==> src/rtl/branch_resolve.sv <==
// branch_resolve: carries fetch predictions through D and X, resolves them against the actual
// outcome, redirects on mispredict and trains the predictor through a registered write port.
module branch_resolve #(
    parameter int XLEN  = 32,
    parameter int IDX_W = 12,
    parameter int CNT_W = 32
) (
    input  logic             clk_i,
    input  logic             rst_i,
    input  logic             stall_i,
    input  logic             f_valid_i,
    input  logic [XLEN-1:0]  f_pc_i,
    input  logic             f_pred_taken_i,
    input  logic [XLEN-1:0]  f_pred_target_i,
    input  logic             x_is_ctrl_i,
    input  logic             x_taken_i,
    input  logic [XLEN-1:0]  x_target_i,
    output logic             redirect_o,
    output logic [XLEN-1:0]  redirect_pc_o,
    output logic             flush_o,
    output logic             upd_en_o,
    output logic [IDX_W-1:0] upd_idx_o,
    output logic [XLEN-1:0]  upd_target_o,
    output logic             upd_valid_o,
    output logic [CNT_W-1:0] br_cnt_o,
    output logic [CNT_W-1:0] mis_cnt_o
);
    logic             fd_valid_q, fd_valid_d, fd_pt_q, fd_pt_d;
    logic [XLEN-1:0]  fd_pc_q, fd_pc_d, fd_tgt_q, fd_tgt_d;
    logic             dx_valid_q, dx_valid_d, dx_pt_q, dx_pt_d;
    logic [XLEN-1:0]  dx_pc_q, dx_pc_d, dx_tgt_q, dx_tgt_d;
    logic             upd_en_q, upd_en_d, upd_valid_q, upd_valid_d;
    logic [IDX_W-1:0] upd_idx_q, upd_idx_d;
    logic [XLEN-1:0]  upd_target_q, upd_target_d;
    logic [CNT_W-1:0] br_cnt_q, br_cnt_d, mis_cnt_q, mis_cnt_d;
    logic             resolve, mispredict;
    logic [XLEN-1:0]  act_next;

    always_comb begin
        resolve      = dx_valid_q & ~stall_i;
        act_next     = x_taken_i ? x_target_i : dx_pc_q + XLEN'(4);
        // aliasing (predicted taken, not control) falls out as pred_taken != x_taken
        mispredict   = resolve & ((dx_pt_q != x_taken_i) |
                                  (dx_pt_q & x_taken_i & (dx_tgt_q != x_target_i)));
        fd_valid_d   = stall_i ? fd_valid_q : f_valid_i & ~mispredict;
        fd_pc_d      = stall_i ? fd_pc_q    : f_pc_i;
        fd_pt_d      = stall_i ? fd_pt_q    : f_pred_taken_i;
        fd_tgt_d     = stall_i ? fd_tgt_q   : f_pred_target_i;
        dx_valid_d   = stall_i ? dx_valid_q : fd_valid_q & ~mispredict;
        dx_pc_d      = stall_i ? dx_pc_q    : fd_pc_q;
        dx_pt_d      = stall_i ? dx_pt_q    : fd_pt_q;
        dx_tgt_d     = stall_i ? dx_tgt_q   : fd_tgt_q;
        upd_en_d     = resolve & (x_is_ctrl_i | dx_pt_q);
        upd_idx_d    = upd_en_d ? dx_pc_q[IDX_W+1:2]      : upd_idx_q;
        upd_target_d = upd_en_d ? x_target_i              : upd_target_q;
        upd_valid_d  = upd_en_d ? x_taken_i & x_is_ctrl_i : upd_valid_q;
        br_cnt_d     = (resolve & x_is_ctrl_i & ~&br_cnt_q) ? br_cnt_q + CNT_W'(1) : br_cnt_q;
        mis_cnt_d    = (mispredict & ~&mis_cnt_q) ? mis_cnt_q + CNT_W'(1) : mis_cnt_q;
    end

    always_ff @(posedge clk_i or posedge rst_i) begin
        if (rst_i) begin
            fd_valid_q   <= 1'b0;
            fd_pc_q      <= '0;
            fd_pt_q      <= 1'b0;
            fd_tgt_q     <= '0;
            dx_valid_q   <= 1'b0;
            dx_pc_q      <= '0;
            dx_pt_q      <= 1'b0;
            dx_tgt_q     <= '0;
            upd_en_q     <= 1'b0;
            upd_idx_q    <= '0;
            upd_target_q <= '0;
            upd_valid_q  <= 1'b0;
            br_cnt_q     <= '0;
            mis_cnt_q    <= '0;
        end else begin
            fd_valid_q   <= fd_valid_d;
            fd_pc_q      <= fd_pc_d;
            fd_pt_q      <= fd_pt_d;
            fd_tgt_q     <= fd_tgt_d;
            dx_valid_q   <= dx_valid_d;
            dx_pc_q      <= dx_pc_d;
            dx_pt_q      <= dx_pt_d;
            dx_tgt_q     <= dx_tgt_d;
            upd_en_q     <= upd_en_d;
            upd_idx_q    <= upd_idx_d;
            upd_target_q <= upd_target_d;
            upd_valid_q  <= upd_valid_d;
            br_cnt_q     <= br_cnt_d;
            mis_cnt_q    <= mis_cnt_d;
        end
    end

    assign redirect_o    = mispredict & ~rst_i;
    assign flush_o       = redirect_o;
    assign redirect_pc_o = redirect_o ? act_next : '0;
    assign upd_en_o      = upd_en_q;
    assign upd_idx_o     = upd_idx_q;
    assign upd_target_o  = upd_target_q;
    assign upd_valid_o   = upd_valid_q;
    assign br_cnt_o      = br_cnt_q;
    assign mis_cnt_o     = mis_cnt_q;
endmodule

==> config.mk <==
export PLATFORM = sky130hd
export DESIGN_NAME = branch_resolve
export DESIGN_NICKNAME = d
export VERILOG_FILES = /design/src/rtl/branch_resolve.sv
export SDC_FILE = /design/constraint.sdc
export NUM_CORES = 1
export LEC_CHECK = 0
export ABC_AREA = 0
export BUFFER_PORTS_ARGS = -buffer_cell sky130_fd_sc_hd__buf_2
export CAP_MARGIN = 20
export CORE_AREA = 2 2 145 147
export CTS_BUF_LIST = sky130_fd_sc_hd__clkbuf_4
export CTS_CLUSTER_SIZE = 28
export DETAILED_ROUTE_END_ITERATION = 12
export DIE_AREA = 0 0 147 149
export HOLD_SLACK_MARGIN = 0.15
export MAX_ROUTING_LAYER = met4
export PLACE_DENSITY = 0.88
export SKIP_CTS_REPAIR_TIMING = 1
export SLEW_MARGIN = 5
export SYNTH_ARGS = -nofsm -noshare
export SYNTH_HDL_FRONTEND = slang
export SYNTH_SLANG_ARGS = --single-unit
==> constraint.sdc <==
create_clock -name clk_i -period 10.05 [get_ports clk_i]
set_input_delay 1.5075 -clock clk_i [delete_from_list [all_inputs] [get_ports clk_i]]
set_output_delay 1.5075 -clock clk_i [all_outputs]
set_load 0.03 [all_outputs]
# After elaboration in Yosys (flattened, before gate mapping)
# Cells that the tools add are included.
# Widths: inputs -> output; s select.
[word_totals] register_bits=242 out_inout_bits=144
[classes] addsub=3 n_eq_ne=2 mux=2 n_bitwise=17 reduce_logical=4
[ops] operator="$add 32x1->32 const B" count=2
[ops] operator="$mux 32" count=2
[ops] operator="$reduce_and 32->1" count=2
[ops] operator="$add 32x3->32 const B" count=1
[ops] operator="$ne 32x32->1" count=1
[ops] operator="$and 1x1->1" count=12
[ops] operator="$not 1->1" count=3
[ops] operator="$logic_not 1->1" count=2
[ops] operator="$or 1x1->1" count=2
[ops] operator="$ne 1x1->1" count=1

# Logic depth before layout (Yosys ltp)
# Gate-level depths: netlist (run 1).
[logic_depth] ltp_word=6 mapped_depth=8 ltp_nobuf=7

# Least setup slack after synthesis (run 1)
# No wires, ideal clock.
[synth_path] path_type="input -> output" from="input rst_i" to="output redirect_pc_o[11]" arrival_ps=8486 t_required_ps=8543 path_slack_ps=56 stages=4 path_buffers=1 cell_sequence="inv_1 > o211ai_2 > buf_4 > a211oi_1"
[synth_via] elab_chain_len=3
[synth_rtl] item="from (decl)" line_no="9" text="input logic rst_i,"
[synth_rtl] item="$not 1->1" line_no="95" text="assign redirect_o = mispredict & ~rst_i;"
[synth_rtl] item="$and 1x1->1" line_no="95"
[synth_rtl] item="$mux 32" line_no="97" text="assign redirect_pc_o = redirect_o ? act_next : '0;"
[synth_rtl] item="to (decl)" line_no="19" text="output logic [XLEN-1:0] redirect_pc_o,"
# Every way passes these cells.

# Worst setup path in the final report (run 1)
[layout_path] from="input x_target_i[1]" to="output redirect_pc_o[7]"
[layout_via] elab_chain_len=6
[layout_rtl] item="from (decl)" line_no="17" text="input logic [XLEN-1:0] x_target_i,"
[layout_rtl] item="$ne 32x32->1" line_no="44" text="(dx_pt_q & x_taken_i & (dx_tgt_q != x_target_i)));"
[layout_rtl] item="$and 1x1->1" line_no="44"
[layout_rtl] item="$or 1x1->1" line_no="43" text="mispredict = resolve & ((dx_pt_q != x_taken_i) |"
[layout_rtl] item="$and 1x1->1" line_no="43"
[layout_rtl] item="$and 1x1->1" line_no="95"
[layout_rtl] item="$mux 32" line_no="97"
# Every way passes these cells.

==> flow_summary.toml, run 1 <==
[run_status]
outcome = "finished, final reports clean"

[critical_path]
path_max_fanout = 24
crit_type = "input pin to output port"
reg2reg_slack_ns = 7.55
cp.required_ns = 8.54
arrival_ns = 3.96
r2r-end = "mis_cnt_o[1]"
endpoint_kind = "output port"
start_kind = "input pin"
r2r_start = "mis_cnt_o[4]"
reg2regPathDepth = 5

[synth]
yosys_warnings = 0
synthCells = 889
synth_area_leaders = "dfrtp_1 (54%), mux2_2 (18%), xnor2_1 (8.1%)"
synth_nets = 996
synth_ff_type = "dfrtp_1"
synth_seq_cells = 242
synth_area_per_cell_um2 = 12.6
netlist.area_leader.share_pct = 54.3
yosysUniqueCellTypes = 47
synth-edff-count = 0
mappedNetlistArea_mm2 = 0.0112
yosys.area.top_type = "dfrtp_1"
ys_seq_area_share_pct = 54.3
async_flop_share_pct = 100

[clock_tree]
cts.htree.levels = 3
cts_tree = "yes"
cts_buffer_depth = 3
cts-root-buf = "clkbuf_4"
cts_made_buffers = 66
clk_latency_ns = 0.64
clkSinkCount = 242
clkTransAtPathRegs_ns = 0.07

[die]
die_w_um = 147
die-area_mm2 = 0.0219
start_util_pct = 54.3
core.rowCount = 53
io_pins = 247
core-area_mm2 = 0.0206
die_h_um = 149

[timing]
fmax_mhz = 183
hold_viol = 0
final.setup.tns_ns = 0
grt_setup_unrepaired = "false"
timing.final.crit_share_pct = 54.4
setup_viol = 0
slew_violations = 0
post-route-min-period_ns = 5.46
worst_pin_slew_ns = 0.960
slew_headroom_pct = 36.0
hold_ws_ns = 0.491
final.setup_skew_ns = 0.0264

[detailed_routing]
drtPass1Iterations = 5
drc = 0
postRouteAntennaNets = 0
num_vias = 8198
wl_per_cell_um = 18.7
drt_iter0_drc = 328
vias_per_cell = 5.48
wirelength_um = 27900

[final_layout]
drive_above_1_share_pct = 46.1
syn2layout_area_growth_pct = 21.2
finalNetCount = 1283

[run]
drv_cap = 0

[placed_design]
gp_congestion = 0.834
post-dp-hpwl_um = 19900
numPortBuffers = 246

[grt]
grt_pass1_vias = 8100
grt_first_pass_wirelength_um = 43600
grt_overflow = 0
grt_max_degree = 91
grtUsageTotal_pct = 26.5
antenna_found_initial = 2

[hold_path]
hold_path_class = "register to register"
hold_depth = 1
hold_start = "mis_cnt_o[27]"
min_to = "mis_cnt_o[27]"

[pwr]
p_leak_uw = 0.00630
p_per_area_mw_per_mm2 = 213
peakVddDrop_mv = 0.139
cells in the mapped netlist (all sizes together), types with 13 or more instances:
master,number
xor2,18
nand2,48
nor2,65
nand3,38
a21oi,13
and3,17
nand4,39
dfrtp,242
clkbuf,23
xnor2,103
a211oi,13
mux2,176
area by class of cell:
type / instances / area [um2]
Antenna cell: 2 / 5.00
Clock buffer: 92 / 691
Clock inverter: 20 / 131
Fill cell: 1578 / 7030
Inverter: 10 / 45.0
Multi-Input combinational cell: 602 / 4920
Sequential cell: 242 / 6060
Tap cell: 275 / 344
Timing Repair Buffer: 254 / 1340
metrics by stage:
stage	setup slack [ns]	util, %	total power [uW]	cell area, um2	cells
finish	4.59	65.8	2880	13500	1497
floorplan	0.0561	-	1780	11200	889
CTS	4.30	65.5	2910	13500	1493
global route	4.36	65.8	3040	13500	1497
global placement	4.47	61.5	2000	12600	1381
detailed placement	4.32	61.5	2030	12600	1381
sequential cells by signal, indices dropped and copies added, names as in the netlist:
name / count
upd_valid_o: 1
fd_pc_q: 32
fd_valid_q: 1
upd_en_o: 1
fd_tgt_q: 32
fd_pt_q: 1
mis_cnt_o: 32
upd_target_o: 32
dx_pc_q: 32
dx_pt_q: 1
dx_tgt_q: 32
upd_idx_o: 12
dx_valid_q: 1
br_cnt_o: 32
cell usage in the layout, fill, tap and decap left out, types with 3 or more instances in the layout:
cell,netlist,routed
clkinv_1,0,11
nand2_1,48,48
nand4_4,3,3
nand3_1,37,37
and2_1,9,9
inv_2,0,4
nor4_1,5,5
nor3_1,3,3
a211oi_2,6,6
buf_4,2,6
dfrtp_1,242,242
xor2_1,18,18
clkbuf_4,0,92
xnor2_1,103,103
mux2i_1,9,9
nor3_2,4,4
inv_1,10,9
nor4_4,3,3
and3_1,17,17
o21ai_0,4,4
and4_1,10,10
nor2_1,65,64
a21oi_1,13,13
mux2_2,176,176
a211oi_1,7,7
nand4_1,35,35
buf_2,8,245
ha_1,4,4
clkinv_2,0,3
routing by layer:
layer	up-vias	global-route usage (%)	wire [um]
met3	43	5.99	2230
met4	0	9.81	617
met1	4048	32.7	11200
met5	-	-	0
met2	352	43.3	13900
li1	3755	-	-
report_power, final:
group	internal [uW]	leakage [uW]	switching, uW	total (uW)
clock	474	0.000498	397	871
sequential	1150	0.00298	125	1270
combinational	283	0.00282	453	736
cell families after synthesis:
| kind of cell | count (synthesis) | synth area share [%] |
|---|---|---|
| flops | 242 | 54.3 |
| fa+ha+maj | 4 | 0.448 |
| buf+inv | 45 | 1.80 |
| simple gates | 255 | 12.9 |
| mux | 185 | 18.6 |
| xor+xnor | 121 | 9.50 |
| compound gates | 37 | 2.51 |
critical path, cell delays in order:
cell,delay [ns]
buf_2,0.13
xnor2_1,0.25
nand4_1,0.16
nor4_1,0.55
a21boi_0,0.34
o211ai_4,0.49
buf_16,0.24
a211oi_1,0.07
buf_2,0.21
how the worst max path moves through the flow:
stage,slack (ns),startpoint,endpoint
final,4.59,x_target_i[1],redirect_pc_o[7]
after global routing,4.36,x_target_i[1],redirect_pc_o[11]
after CTS,4.30,x_target_i[1],redirect_pc_o[3]
after detailed placement,4.32,x_target_i[1],redirect_pc_o[3]
after global placement,4.47,x_target_i[1],redirect_o
after floorplan,0.06,rst_i,redirect_pc_o[11]
Power figures use the tool's default switching activity.
==> inputs of run 2 (changes only) <==
clock period = 5.5 ns   (was 10.05 ns; I/O delays follow)
==> run 2 against run 1 <==
Non-clock buffer count is the same. Clock power grew 61%. Wire length shrank 2.2%. Sequential cell count is the same. Worst setup slack lost 3.3 ns. Sequential share of layout area grew 0.48 points. Total power grew 76%. Cell area shrank 1.1%. Count of clock-buffer cells in the layout shrank 7. First-iteration DRC count grew 8.2%. Cell count shrank 1.3%. Critical endpoint is now redirect_pc_o[8].
==> flow_summary.toml, run 2 (synthesis results as in run 1) <==
[clock_tree]
clkTransAtPathRegs_ns = 0.06
cts_tree = "yes"
cts.htree.levels = 2
clk_latency_ns = 0.68
cts_buffer_depth = 3
cts-root-buf = "clkbuf_4"
cts_made_buffers = 60
clkSinkCount = 242

[detailed_routing]
vias_per_cell = 5.49
wirelength_um = 27300
wl_per_cell_um = 18.5
drc = 0
drtPass1Iterations = 5
postRouteAntennaNets = 0
num_vias = 8114
drt_iter0_drc = 355

[final_layout]
final_cell_mix = "buf_2 (245), dfrtp_1 (242), mux2_2 (176), xnor2_1 (103), clkbuf_4 (85)"
syn2layout_area_growth_pct = 19.9
nFillCells = 1626
finalNetCount = 1277
drive_above_1_share_pct = 45.6
final_common_cell = "buf_2"
finalNonFillerCells = 1477

[pwr]
pwr-share-clk_pct = 27.6
peakVddDrop_mv = 0.232
p_per_area_mw_per_mm2 = 379
p_leak_uw = 0.00620
internal_power_uw = 3360
p_sw_uw = 1720
p_total_uw = 5070
power_frac_seq_pct = 45.9
combPwrFrac_pct = 26.4
swShare_pct = 33.8

[timing]
slew_violations = 0
final.setup.tns_ns = 0
grt_setup_unrepaired = "false"
hold_viol = 0
slew_headroom_pct = 35.8
final.setup_skew_ns = 0.0477
worst_pin_slew_ns = 0.963
post-route-min-period_ns = 4.21
fmax_mhz = 237
setup_viol = 0
timing.final.crit_share_pct = 76.6

[placed_design]
numPortBuffers = 246
dp.cells = 1382
post-dp-hpwl_um = 19900
gp_congestion = 0.867

[critical_path]
reg2regPathDepth = 5
reg2reg_slack_ns = 3.03
r2r_start = "dx_pt_q"
path_max_fanout = 22
start_kind = "register"
crit_type = "register to output port"
arrival_ns = 3.39
r2r-end = "mis_cnt_o[1]"
cp.required_ns = 4.68
endpoint_kind = "output port"

[grt]
grt_first_pass_wirelength_um = 42800
grtUsageTotal_pct = 25.6
grt_max_degree = 178
antenna_found_initial = 2
grt_overflow = 0
grt_pass1_vias = 8142

[die]
die_w_um = 147
die_h_um = 149
core.rowCount = 53
die-area_mm2 = 0.0219
core-area_mm2 = 0.0206
start_util_pct = 54.3
io_pins = 247

[hold_path]
hold_depth = 2
min_to = "fd_pc_q[30]"
hold_start = "f_pc_i[30]"
hold_path_class = "input pin to register"

[run]
drv_cap = 0

[run_status]
outcome = "finished, final reports clean"
==> run 2: cell count changes in the layout (fill, tap and decap cells not counted), sizes merged <==
cell	previous run	this run
clkinv	14	5
clkbuf	92	85
inv	14	9
bufinv	2	1
clkinvlp	0	1
diode	2	3
==> run 2: power groups by stage <==
| stage | Combinational (uW) | Sequential [uW] | Clock, uW |
|---|---|---|---|
| floorplan | 548 | 2710 | 0 |
| global placement | 1320 | 2340 | 0 |
| detailed placement | 1350 | 2360 | 0 |
| CTS | 1350 | 2330 | 1440 |
| global route | 1420 | 2370 | 1550 |
| finish | 1340 | 2330 | 1400 |
==> run 2: how the worst max path moves through the flow <==
stage | startpoint | endpoint | slack [ns] | depth (start not counted)
2_1_floorplan | rst_i | redirect_o | -0.77 | 5
4_1_cts | dx_tgt_q[4] | redirect_pc_o[8] | 1.24 | 8
3_3_place_gp | x_target_i[26] | redirect_pc_o[11] | 1.53 | 9
3_5_place_dp | x_target_i[4] | redirect_pc_o[8] | 1.44 | 9
6_report | dx_tgt_q[26] | redirect_pc_o[8] | 1.29 | 8
5_1_grt | dx_tgt_q[4] | redirect_pc_o[8] | 1.05 | 8
==> run 2: routing by layer <==
metal | GRT usage [%] | wire (um) | up-vias
li1 | - | - | 3715
met1 | 31.8 | 11300 | 4032
met2 | 43.3 | 13600 | 319
met3 | 5.38 | 1940 | 48
met4 | 6.73 | 456 | 0
met5 | - | 0 | -
==> run 2: cell type report <==
cell class                 instances  area [um2]  share of cell area (%)
antenna                            3        7.51                  0.0561
clock buffer                      85         638                    4.77
clock inverter                     6        48.8                   0.365
inverter                          10        41.3                   0.308
multi-input combinational        602        4920                    36.8
sequential                       242        6060                    45.2
tap                              275         344                    2.57
timing repair buffer             254        1330                    9.94
==> run 2: critical path, cell delays in order, from the launching register on <==
cell and delay (ns):
dfrtp_1 0.40, xnor2_1 0.29, nand4_1 0.14, nor4_1 0.40, a21boi_0 0.31, o211ai_4 0.49
buf_4 0.37, a211oi_1 0.09, buf_2 0.21
==> run 2: through the flow <==
| step | cell area, um2 | util, % | setup slack (ns) | hold WS, ns |
|---|---|---|---|---|
| 6_report | 13400 | 65.1 | 1.29 | 0.377 |
| 5_1_grt | 13400 | 65.1 | 1.05 | 0.306 |
| 4_1_cts | 13400 | 64.9 | 1.24 | 0.322 |
| 3_5_place_dp | 12700 | 61.6 | 1.44 | 0.482 |
| 3_3_place_gp | 12700 | 61.6 | 1.53 | 0.472 |
| 2_1_floorplan | 11200 | - | -0.765 | 0.475 |
